**src/rtl/bcd_pkg.sv**
```systemverilog
// Shared types, constants and the digit-count helper for the binary-to-BCD converter.
package bcd_pkg;

  typedef enum logic [1:0] {IDLE, CONVERT, FINISH} estado_t;

  localparam int BCD_DIGIT_W = 4;

  // Decimal digits needed to print 2^bin_w-1.
  function automatic int bcd_digitos_min(input int bin_w);
    longint unsigned v;
    int n;
    v = (64'd1 << bin_w) - 64'd1;
    n = 0;
    do begin
      v = v / 64'd10;
      n = n + 1;
    end while (v != 64'd0);
    return n;
  endfunction

endpackage

```
**src/rtl/bcd_ajuste_digito.sv**
```systemverilog
// Double-dabble correction cell: adds 3 to a BCD digit that is 5 or more.
module bcd_ajuste_digito (
  input  logic [3:0] d,
  output logic [3:0] q
);

  assign q = (d >= 4'd5) ? d + 4'd3 : d;

endmodule

```
**src/rtl/bcd_convertidor_param.sv**
```systemverilog
// Multi-cycle binary-to-BCD converter (shift-and-add-3), BIN_W+1 clocks per word.
// Signed input handling is built only when BCD_SIGNO_EN is defined.
module bcd_convertidor_param
  import bcd_pkg::*;
#(
  parameter int BIN_W  = 16,
  parameter int DIGITS = 5
) (
  input  logic                        clk,
  input  logic                        reset,
  input  logic                        inicio,
  input  logic [BIN_W-1:0]            bin,
  input  logic                        con_signo,
  output logic [BCD_DIGIT_W*DIGITS-1:0] codigo_BCD,
  output logic                        negativo,
  output logic                        ocupado,
  output logic                        done
);

  localparam int CNT_W = $clog2(BIN_W + 1);
  localparam int ACC_W = BCD_DIGIT_W * DIGITS;

  if (BIN_W < 2 || BIN_W > 32 || DIGITS < bcd_digitos_min(BIN_W)) begin : g_param_err
    $error("bcd_convertidor_param: illegal BIN_W/DIGITS combination");
  end

  estado_t          estado;
  logic [CNT_W-1:0] cnt;
  logic [ACC_W-1:0] acc;
  logic [ACC_W-1:0] acc_aj;
  logic [BIN_W-1:0] mag;
  logic [BIN_W-1:0] mag_in;
  logic             signo;
  logic             signo_in;

`ifdef BCD_SIGNO_EN
  // Two's-complement negation; the most negative value maps to its exact magnitude.
  assign signo_in = con_signo & bin[BIN_W-1];
  assign mag_in   = signo_in ? (~bin + BIN_W'(1)) : bin;
`else
  logic unused_con_signo;
  assign unused_con_signo = con_signo;
  assign signo_in = 1'b0;
  assign mag_in   = bin;
`endif

  for (genvar g = 0; g < DIGITS; g++) begin : g_ajuste
    bcd_ajuste_digito u_ajuste (
      .d (acc[g*BCD_DIGIT_W +: BCD_DIGIT_W]),
      .q (acc_aj[g*BCD_DIGIT_W +: BCD_DIGIT_W])
    );
  end

  always_ff @(posedge clk) begin
    if (reset) begin
      estado     <= IDLE;
      cnt        <= '0;
      acc        <= '0;
      mag        <= '0;
      signo      <= 1'b0;
      codigo_BCD <= '0;
      negativo   <= 1'b0;
      ocupado    <= 1'b0;
      done       <= 1'b0;
    end else begin
      done <= 1'b0;
      case (estado)
        IDLE: begin
          if (inicio) begin
            mag     <= mag_in;
            signo   <= signo_in;
            acc     <= '0;
            cnt     <= CNT_W'(BIN_W);
            ocupado <= 1'b1;
            estado  <= CONVERT;
          end
        end
        CONVERT: begin
          {acc, mag} <= {acc_aj, mag} << 1;
          cnt        <= cnt - CNT_W'(1);
          if (cnt == CNT_W'(1)) estado <= FINISH;
        end
        FINISH: begin
          codigo_BCD <= acc;
          negativo   <= signo;
          done       <= 1'b1;
          ocupado    <= 1'b0;
          estado     <= IDLE;
        end
        default: estado <= IDLE;
      endcase
    end
  end

endmodule

```
**config.mk**
```make
export PLATFORM = sky130hd
export DESIGN_NAME = bcd_convertidor_param
export DESIGN_NICKNAME = d
export VERILOG_FILES = /design/src/rtl/bcd_pkg.sv /design/src/rtl/bcd_ajuste_digito.sv /design/src/rtl/bcd_convertidor_param.sv
export SDC_FILE = /design/constraint.sdc
export NUM_CORES = 1
export LEC_CHECK = 0
export ABC_AREA = 1
export CORE_MARGIN = 3
export CORE_UTILIZATION = 40
export CTS_CLUSTER_SIZE = 30
export DETAILED_ROUTE_END_ITERATION = 10
export HOLD_SLACK_MARGIN = 0.08
export SLEW_MARGIN = 20
export SYNTH_ARGS = -nofsm -noshare
export SYNTH_HDL_FRONTEND = slang
export SYNTH_SLANG_ARGS = --single-unit
```
**constraint.sdc**
```tcl
create_clock -name clk -period 1.4 [get_ports clk]
set_input_delay 0.28 -clock clk [delete_from_list [all_inputs] [get_ports clk]]
set_output_delay 0.28 -clock clk [all_outputs]
set_load 0.1 [all_outputs]
```
## Word-level counts from Yosys, hierarchy flattened

Cells that the tools add are included.

| storage, ports and cells | value |
|---|---|
| register bits | 65 |
| input bits | 20 |
| output and inout port bits | 23 |
| logic and storage cells | 46 |

| operators by class | value |
|---|---|
| add/sub/neg operators | 6 |
| magnitude comparators | 5 |
| eq/ne operators | 5 |
| muxes and demuxes | 17 |
| reduce and logical (&&, ||, !) cells | 6 |

Operators with widths:

| cell | number |
|---|---|
| $pmux 20 s2 | 1 |
| $pmux 16 s2 | 1 |
| $ge 4x3->1 const B | 5 |
| $mux 20 | 1 |
| $add 4x2->4 const B | 4 |
| $mux 16 | 1 |
| $mux 4 | 4 |
| $pmux 5 s2 | 1 |
| $reduce_and 2->1 | 3 |
| $eq 5x1->1 const B | 1 |
| $mux 5 | 1 |
| $sub 5x1->5 const B | 1 |
| $mux 2 | 2 |
| $ne 2x2->1 const B | 2 |
| $pmux 2 s2 | 1 |
| $reduce_bool 2->1 | 2 |
| $add 3x2->3 const B | 1 |
| $mux 3 | 1 |
| $eq 2x1->1 const B | 1 |
| $eq 2x2->1 const B | 1 |
| $logic_not 2->1 | 1 |
| $mux 1 | 2 |
| $pmux 1 s2 | 1 |

## Logic depth before layout (Yosys ltp)

Gate-level depths: netlist of run 1.

| depth | value |
|---|---|
| depth after elaboration | 3 |
| depth in mapped cells | 9 |
| mapped depth without buffers | 9 |

## Cells and area by module

From an unflattened synthesis of run 1, not the netlist that was laid out.

| second synthesis, totals | value |
|---|---|
| cell total of the unflattened synthesis | 479 |
| area, all modules | 3246.9 µm² |

Modules (own cells, without submodules):

| module | instances | cells an instance | area an instance (µm²) |
|---|---|---|---|
| bcd_convertidor_param | 1 | 364 | 2571.2 |
| bcd_ajuste_digito | 5 | 23 | 135.1 |

## Worst setup path after synthesis of run 1

No wires, ideal clock.

| timing | value |
|---|---|
| path type | reg2reg |
| start point | register, netlist name codigo_BCD[0] |
| end point | register codigo_BCD[0] |
| library setup time | 0.071 ns |
| arrival time | 1.245 ns |
| setup slack | 0.084 ns |
| cell stages (with the launch flop) | 3 |
| buffers on the path | 0 |
| cell sequence | dfxtp_1 o21ai_0 a21oi_1 |

RTL lines:

| element | line | text |
|---|---|---|
| end signal, assigned | bcd_convertidor_param.sv:61 | `codigo_BCD <= '0;` |
| end signal, assigned | bcd_convertidor_param.sv:84 | `codigo_BCD <= acc;` |
| end, declared | bcd_convertidor_param.sv:14 | `output logic [BCD_DIGIT_W*DIGITS-1:0] codigo_BCD,` |

## Worst setup path after layout of run 1

| timing | value |
|---|---|
| start point | register estado[1] |
| end point | register acc[8] |

| between the ends | value |
|---|---|
| longest elaborated chain between the ends | 3 |
| elaborated cells between the ends (all ways) | 6 |
| those cells by class | eq/ne (2); mux (1); reduce/logical (3) |

Ends and longest elaborated chain:

| element | line | text |
|---|---|---|
| start, declared | bcd_convertidor_param.sv:27 | `estado_t estado;` |
| start signal, assigned | bcd_convertidor_param.sv:56 | `estado <= IDLE;` |
| start signal, assigned | bcd_convertidor_param.sv:75 | `estado <= CONVERT;` |
| start signal, assigned | bcd_convertidor_param.sv:81 | `if (cnt == CNT_W'(1)) estado <= FINISH;` |
| $eq 2x1->1 / $logic_not 2->1 (equally long branches) | bcd_convertidor_param.sv:67 | `case (estado)` |
| $reduce_bool 2->1 (no source line) / $ne 2x2->1 (equally long branches) | -- |  |
| $reduce_and 2->1 (no source line) | -- |  |
| end signal, assigned | bcd_convertidor_param.sv:79 | `{acc, mag} <= {acc_aj, mag} << 1;` |
| end, declared | bcd_convertidor_param.sv:29 | `logic [ACC_W-1:0] acc;` |

Parallel ways exist; a longest one is shown, timed or not.
A chain may end at the register's enable or synchronous reset.

==> results of run 1 <==
power groups by stage:
| stage | logic [W] | registers, W | clock network, W |
|---|---|---|---|
| 2_1_floorplan | 0.000317 | 0.00214 | 0 |
| 3_3_place_gp | 0.000699 | 0.00203 | 0 |
| 3_5_place_dp | 0.000707 | 0.00203 | 0 |
| 4_1_cts | 0.000709 | 0.00199 | 0.00175 |
| 5_1_grt | 0.000769 | 0.00200 | 0.00181 |
| 6_report | 0.000700 | 0.00199 | 0.00169 |
state kept, by name (all words and copies together), names as in the netlist:
signal	cells
mag	16
codigo_BCD	20
estado	2
cnt	5
acc	20
ocupado	1
done	1
worst max path at each step:
| stage | end | slack, ns |
|---|---|---|
| after floorplan | codigo_BCD[0] | 0.08 |
| after CTS | acc[12] | 0.09 |
| after detailed placement | acc[17] | -0.12 |
| after global placement | mag[9] | -0.08 |
| after global routing | acc[8] | -0.001 |
| final | acc[8] | 0.13 |
what timing repair did:
action,in CTS,in global routing
hold buffers,0,0
endpoints found under the setup margin,0,9
resized for setup,0,8
stage by stage:
stage | util, % | std cells | worst slack, ns
floorplan | - | 396 | 0.0844
global placement | 54.2 | 534 | -0.0810
detailed placement | 54.2 | 534 | -0.121
CTS | 57.3 | 549 | 0.0894
global route | 57.5 | 549 | -0.00142
finish | 57.5 | 549 | 0.131
cells in the mapped netlist (2+ instances only):
cell type	n	area, sq um
a21oi_1	41	205
a22oi_1	4	30.0
a31oi_1	4	25.0
buf_2	3	15.0
buf_4	4	30.0
buf_6	2	22.5
clkbuf_1	7	26.3
dfxtp_1	65	1300
ha_1	12	150
inv_1	34	128
inv_2	2	7.51
nand2_1	89	334
nand2_4	2	22.5
nand3_1	30	150
nand4_1	10	62.6
nor2_1	38	143
nor2_4	2	22.5
nor3_1	2	10.0
o211ai_1	8	60.1
o21ai_0	30	150
kinds of logic (layout without fill, tap and decap cells):
group           count (synthesis)  in the layout  share of synthesized area (%)
fa+ha+maj                      12             12                           5.13
simple gates                  175            175                           25.8
flops                          65             65                           44.4
other cells                     1              1                          0.128
buf+inv                        55            112                           8.24
compound gates                 88             88                           16.2
layer usage:
metal / part of all wire (%) / track usage, %
met1: 46 / 20.6
met4: 2.1 / 8.42
met5: 0 / 0
met2: 47 / 27.8
met3: 4.7 / 4.06
cell type report:
type | count | area, sq um
Fill cell | 666 | 2950
Clock buffer | 13 | 179
Multi-Input combinational cell | 276 | 1400
Inverter | 38 | 144
Clock inverter | 2 | 35.0
Sequential cell | 65 | 1300
Tap cell | 96 | 120
Timing Repair Buffer | 59 | 813
placed cells by master, fill, tap and decap left out:
cell type / n
nand3_2: 3
nor4_1: 1
nor2_4: 2
buf_4: 15
nand3_1: 27
clkbuf_8: 13
nand2_4: 2
nand2_1: 89
bufinv_16: 1
ha_1: 12
nor3_1: 2
dfxtp_1: 63
nand4_1: 10
o211ai_1: 8
a31oi_1: 4
a21oi_1: 41
clkinv_1: 1
dfxtp_2: 2
nor2_1: 38
clkinv_2: 2
buf_12: 26
o21ai_1: 1
a22oi_1: 4
inv_1: 31
inv_2: 5
clkdlybuf4s50_1: 18
nand2_2: 1
conb_1: 1
o21ai_0: 30
worst max-delay path: stages, from the launching register on:
cell,delay (ns)
dfxtp_1,0.32
inv_2,0.07
nand2_4,0.11
clkinv_2,0.16
buf_4,0.23
nand2_1,0.08
nor2_1,0.04
nor2_1,0.08
nor2_1,0.05
==> results.cfg, run 1 <==
[power]
power.share.clock_pct = 38.6
power.leakage_nw = 1.67
power.switching_w = 0.00117
power_density_nw_per_um2 = 1100
p_int_w = 0.00322
power_frac_seq_pct = 45.4
total_power_w = 0.00438
switching_share_pct = 26.6
ir_drop_mv = 0.500
combPwrFrac_pct = 16.0

[placement]
globalplace.congestion = 0.853
postPlaceCellArea_sq_um = 3760
place_hpwl_mm = 4.53
io_buffers = 40

[synth]
synth-edff-count = 0
syn_inst = 396
syn-num-nets = 428
ys_warn_count = 0
async_flop_share_pct = 0
synth_area_sq_um = 2930
synth_cell_types = 27
ys_seq_elements = 65
avgSynthCellArea_sq_um = 7.40
ys_seq_area_share_pct = 44.4
synthFlopType = dfxtp_1

[critical_path]
rrSetupSlack_ns = 0.13
rr_worst_depth = 8
regToRegStartpoint = estado[1]
timing.rr.end = acc[8]
critical_path_class = reg -> reg
start_kind = flip-flop
worstPathMaxFanout = 13
setup.worst_path.end_class = flip-flop
required_ns = 1.62
startpoint = estado[1]
crit_arrival_ns = 1.49

[timing]
finalCriticalPeriod_ns = 1.27
fin_crit_sh_pct = 90.6
setup_viol = 0
rsz0062_at_grt = true
hold_viol = 0
timing.fmax_mhz = 788
whs_ns = 0.465
skew_ns = 0.00374
report.final.slew_viol_count = 0
finalSetupTns_ns = 0

[die]
io_pins = 43
die_w_um = 91.6
initial_core_util_pct = 42.2
core_area_sq_um = 6940
rows = 30
die_h_um = 91.6
die_area_sq_um = 8390

[clocking]
postCtsSetupBuffers = 0
cts_root_buf = clkbuf_8
worstSkewPairLatency_ns = 0.35
clockBufferDepth = 2
cts_sinks = 65
htreeDepth = 3
path_clk_slew_ns = 0.07
cts_buffers = 9
cts_tree = yes

[grt]
grt_max_degree = 38
grt_first_pass_wirelength_mm = 11.4
antenna_found_initial = 0
grt_usage_pct = 16.9
grt_overflow = 0
grt_pass1_vias = 2580

[final_layout]
fin_area_sq_um = 4000
drive_above_1_share_pct = 15.9
syn_to_final_growth_pct = 36.4
antenna_cells = 0
nets = 481

[hold_path]
min_to = acc[19]
hp-class = reg -> reg
worstHoldStart = acc[19]
min_path_cells = 2

[routing]
final_antenna_net_count = 0
drt-pass1-iter-count = 4
dr.first_iter.drc_count = 98
wl_mm = 6.49
wl_per_cell_um = 11.8
dr_total_vias = 2718
drc_errors = 0
viasPerCell = 4.95

[status]
status = finished clean

[flow_run]
drv_cap = 0
Power figures use the tool's default switching activity.
==> run 2: changes to the inputs <==
--- a/config.mk
+++ b/config.mk
@@ -11,6 +11,7 @@
 export CTS_CLUSTER_SIZE = 30
 export DETAILED_ROUTE_END_ITERATION = 10
 export HOLD_SLACK_MARGIN = 0.08
+export SETUP_SLACK_MARGIN = 0.5
 export SLEW_MARGIN = 20
 export SYNTH_ARGS = -nofsm -noshare
 export SYNTH_HDL_FRONTEND = slang
==> results.cfg, run 2 (synthesis results as in run 1) <==
[clocking]
cts_root_buf = clkbuf_8
cts_buffers = 9
cts-hold-fix-buffers = 0
worstSkewPairLatency_ns = 0.35
cts_tree = yes
cts_sinks = 65
clockBufferDepth = 2
htreeDepth = 3
path_clk_slew_ns = 0.07

[final_layout]
nets = 522
antenna_cells = 0
multi_input_area_sq_um = 1970
layout_commonest_cell = nand2_1
nFillCells = 415
fin_cells = 591
drive_above_1_share_pct = 54.9
syn_to_final_growth_pct = 83.9
final_cell_mix = 63 x nand2_1, 32 x buf_12, 29 x buf_4
post-route-util_pct = 77.6
reg_top3 = acc x20, codigo_BCD x20, mag x16
final-seq-area_sq_um = 1420

[timing]
report.final.slew_viol_count = 0
setup_viol = 0
hold_viol = 0
finalCriticalPeriod_ns = 1.19
rsz0062_at_grt = true
skew_ns = 0.00619
timing.fmax_mhz = 840
setup_ws_ns = 0.209
fin_crit_sh_pct = 85.1

[routing]
drc_errors = 0
met2WireLength_mm = 5.03
wl_met3_um = 537
final_antenna_net_count = 0
top_layer = met4
dr.first_iter.drc_count = 197
wl_mm = 9.77
dr_total_vias = 3113
wl_per_cell_um = 16.5
met1_length_mm = 4.01
viasPerCell = 5.27
drt-pass1-iter-count = 4

[placement]
place_ws_ns = -0.0728
io_buffers = 40
placed_cells = 528
globalplace.congestion = 0.790
place_hpwl_mm = 4.62

[critical_path]
crit_chain = clkinv_4 -> nor2_4 -> buf_12 -> buf_12 -> inv_12 -> nor2_1 -> nor2_1
critical_path_class = reg -> reg
setup.worst_path.end_class = flip-flop
crit_slowest_cell = dfxtp_2
required_ns = 1.64
worstPathMaxFanout = 7
crit_arrival_ns = 1.43
crit_family = buffers and inverters
start_kind = flip-flop
cp_num_buf_inv = 4
cpPeakStageDelay_ns = 0.35

[die]
core_area_sq_um = 6940
die_w_um = 91.6
rows = 30
die_area_sq_um = 8390
io_pins = 43
die_h_um = 91.6
initial_core_util_pct = 42.2

[grt]
grt_pass1_vias = 3023
grt_first_pass_wirelength_mm = 14.7
grt_max_degree = 34
antenna_found_initial = 0
grt_usage_pct = 22.2
grt_overflow = 0

[hold_path]
hp-class = reg -> reg

[power]
total_power_w = 0.00481
power_density_nw_per_um2 = 892
p_int_w = 0.00337
power_frac_seq_pct = 41.0
switching_share_pct = 29.9
power.switching_w = 0.00144
power.leakage_nw = 2.19
power.share.clock_pct = 35.6
combPwrFrac_pct = 23.4
ir_drop_mv = 0.527

[flow_run]
drv_cap = 0

[status]
status = finished clean
run 2: cell types whose count changed in the layout (fill, tap and decap cells not counted), sizes merged:
cell,delta
buf,+36
bufbuf,+1
clkdlybuf4s50,-1
bufinv,-1
clkbuf,+4
clkinv,+2
dlymetal6s2s,+1
run 2: worst reg2reg max path: stages, from the launching register on:
cell and delay, ns:
dfxtp_2 0.35, clkinv_4 0.10, nor2_4 0.17, buf_12 0.16, buf_12 0.12, inv_12 0.05
nor2_1 0.09, nor2_1 0.05
run 2: routing by layer:
| layer | vias to the layer above | global-route usage (%) |
|---|---|---|
| met1 | 1484 | 27.5 |
| met3 | 14 | 3.81 |
| met5 | - | 0 |
| li1 | 1525 | - |
| met2 | 90 | 37.2 |
| met4 | 0 | 10.2 |
run 2: worst paths after layout:
kind,end,slack (ns),cells past startpoint,start
max,codigo_BCD[14],0.21,7,estado[1]
min,acc[0],0.45,2,mag[15]
max reg2reg,codigo_BCD[14],0.21,7,estado[1]
min reg2reg,acc[0],0.45,2,mag[15]
run 2: cell type report:
type	instances	area share, %
well taps	96	2.23
clock buffers	13	3.74
repair buffers	100	27.0
inverters	38	3.86
clock inverters	3	0.302
multi-input cells	276	36.5
flip-flops and latches	65	26.4
run 2: metrics by stage:
step | TNS, ns | hold slack [ns] | instance area, sq um
final | 0 | 0.455 | 5390
after floorplan | 0 | 0.417 | 3200
after global routing | 0 | 0.483 | 5390
after CTS | 0 | 0.460 | 4920
after global placement | -1.08 | 0.431 | 3980
after detailed placement | -1.09 | 0.452 | 3980
run 2: power groups by stage:
stage          Combinational (W)  Sequential, W  Clock, W
6_report                 0.00112        0.00197   0.00171
5_1_grt                  0.00119        0.00198   0.00182
4_1_cts                 0.000973        0.00197   0.00172
3_5_place_dp            0.000709        0.00201         0
3_3_place_gp            0.000700        0.00201         0
2_1_floorplan           0.000333        0.00211         0
run 2: timing repair:
action,in CTS,in global routing
cloned,9,5
pin swaps,29,31
setup buffers,25,8
resized for setup,82,87
setup endpoints to repair,87,87
==> run 3: changes to the inputs <==
--- a/config.mk
+++ b/config.mk
@@ -6,11 +6,14 @@
 export NUM_CORES = 1
 export LEC_CHECK = 0
 export ABC_AREA = 1
+export CELL_PAD_IN_SITES_DETAIL_PLACEMENT = 0
+export CELL_PAD_IN_SITES_GLOBAL_PLACEMENT = 2
 export CORE_MARGIN = 3
-export CORE_UTILIZATION = 40
+export CORE_UTILIZATION = 30
 export CTS_CLUSTER_SIZE = 30
 export DETAILED_ROUTE_END_ITERATION = 10
 export HOLD_SLACK_MARGIN = 0.08
+export PLACE_DENSITY_LB_ADDON = 0.1
 export SETUP_SLACK_MARGIN = 0.5
 export SLEW_MARGIN = 20
 export SYNTH_ARGS = -nofsm -noshare
==> results.cfg, run 3 (synthesis results as in run 1) <==
[final_layout]
final_cell_mix = 73 x nand2_1, 31 x nor2_1, 30 x buf_4
antenna_cells = 0
nets = 515
fin_cells = 617
reg_top3 = acc x20, codigo_BCD x20, mag x16
fin_area_sq_um = 4950
layout_commonest_cell = nand2_1
syn_to_final_growth_pct = 68.9
nFillCells = 945
drive_above_1_share_pct = 44.3

[routing]
met2WireLength_mm = 4.01
dr_total_vias = 2935
drc_errors = 0
wl_mm = 8.25
met1_length_mm = 3.90
drt-pass1-iter-count = 4
wl_per_cell_um = 13.4
final_antenna_net_count = 0
top_layer = met4
dr.first_iter.drc_count = 87
viasPerCell = 4.76
wl_met3_um = 249

[critical_path]
regToRegStartpoint = acc[13]
start_kind = flip-flop
required_ns = 1.63
rr_worst_depth = 8
setup.worst_path.end_class = flip-flop
rrSetupSlack_ns = 0.24
worstPathMaxFanout = 3
crit_arrival_ns = 1.39
critical_path_class = reg -> reg
timing.rr.end = acc[16]

[grt]
grt_first_pass_wirelength_mm = 13.5
grt_usage_pct = 15.2
grt_pass1_vias = 2789
antenna_found_initial = 0
grt_overflow = 0
grt_max_degree = 24

[placement]
place_hpwl_mm = 5.22
postPlaceCellArea_sq_um = 4040
io_buffers = 40
globalplace.congestion = 0.752
placed_cells = 565

[die]
die_area_sq_um = 11000
core_area_sq_um = 9370
initial_core_util_pct = 31.3
die_w_um = 105
rows = 35
io_pins = 43
die_h_um = 105

[flow_run]
drv_cap = 0

[timing]
timing.fmax_mhz = 861
hold_viol = 0
setup_viol = 0
report.final.slew_viol_count = 0
rsz0062_at_grt = true
finalCriticalPeriod_ns = 1.16
skew_ns = 0.00750
fin_crit_sh_pct = 82.9

[clocking]
worstSkewPairLatency_ns = 0.34
cts_tree = yes
cts_root_buf = clkbuf_8
htreeDepth = 3
clockBufferDepth = 2
cts_buffers = 9
cts-hold-fix-buffers = 0
cts_sinks = 65
path_clk_slew_ns = 0.07

[status]
status = finished clean

[power]
ir_drop_mv = 0.412
power.leakage_nw = 2.03
power_density_nw_per_um2 = 902

[hold_path]
min_to = cnt[0]
hp-class = reg -> reg
min_path_cells = 1
worstHoldStart = cnt[0]
==> run 3: cell types whose count changed in the layout (fill, tap and decap cells not counted), moves of 8 or more <==
cell,delta
nand3_1,+11
a21oi_1,+10
a21oi_2,-10
nand3_2,-8
o21ai_2,-9
nand2_2,-9
nand2_1,+10
==> run 3: metrics by stage <==
step | setup TNS, ns | hold slack (ns) | util (%) | total power, W | worst slack (ns)
6_report | 0 | 0.458 | 52.8 | 0.00446 | 0.239
5_1_grt | 0 | 0.470 | 52.8 | 0.00471 | 0.167
4_1_cts | 0 | 0.456 | 51.1 | 0.00446 | 0.236
3_5_place_dp | -1.65 | 0.438 | 43.1 | 0.00274 | -0.0871
3_3_place_gp | -1.31 | 0.435 | 43.1 | 0.00273 | -0.0783
2_1_floorplan | 0 | 0.417 | - | 0.00245 | 0.350
==> run 3: metal layers <==
layer	up-vias	GRT usage, %
met5	-	0
met4	0	5.25
met3	8	3.21
met2	45	24.9
met1	1389	19.9
li1	1493	-
==> run 3: critical path, cell delays in order, from the launching register on <==
cell and delay [ns]:
dfxtp_2 0.36, inv_4 0.05, ha_2 0.16, nand2_2 0.10
nand3_4 0.09, nand2_2 0.09, nor2_4 0.04, nor2_1 0.11
nor2_1 0.06
==> run 3: area by class of cell <==
cell class | count | area (sq um) | share of cell area (%)
Multi-Input combinational cell | 276 | 1740 | 35.2
Sequential cell | 65 | 1420 | 28.7
Timing Repair Buffer | 93 | 1250 | 25.2
Inverter | 38 | 194 | 3.92
Clock buffer | 14 | 174 | 3.52
Tap cell | 129 | 161 | 3.26
Clock inverter | 2 | 10.0 | 0.202
==> run 3: timing repair <==
action,CTS,global route
gates resized for setup,77,28
gates cloned,5,1
setup endpoints to repair,86,87
pin swaps,25,17
setup buffers,25,5
==> run 3: worst max path at each step <==
| stage | start | end | slack [ns] | depth (start not counted) |
|---|---|---|---|---|
| CTS | codigo_BCD[14] | codigo_BCD[14] | 0.24 | 1 |
| detailed placement | inicio | mag[13] | -0.09 | 9 |
| global route | acc[9] | acc[12] | 0.17 | 9 |
| floorplan | estado[1] | mag[13] | 0.35 | 9 |
| global placement | inicio | mag[12] | -0.08 | 7 |
| finish | acc[13] | acc[16] | 0.24 | 8 |
==> run 3: report_power, final <==
| group | total [W] | internal (W) | leakage (nW) | switching (W) |
|---|---|---|---|---|
| sequential | 0.00197 | 0.00190 | 0.555 | 0.0000746 |
| combinational | 0.000998 | 0.000472 | 1.38 | 0.000526 |
| clock | 0.00149 | 0.000796 | 0.0956 | 0.000696 |
| total | 0.00446 | 0.00316 | 2.03 | 0.00130 |
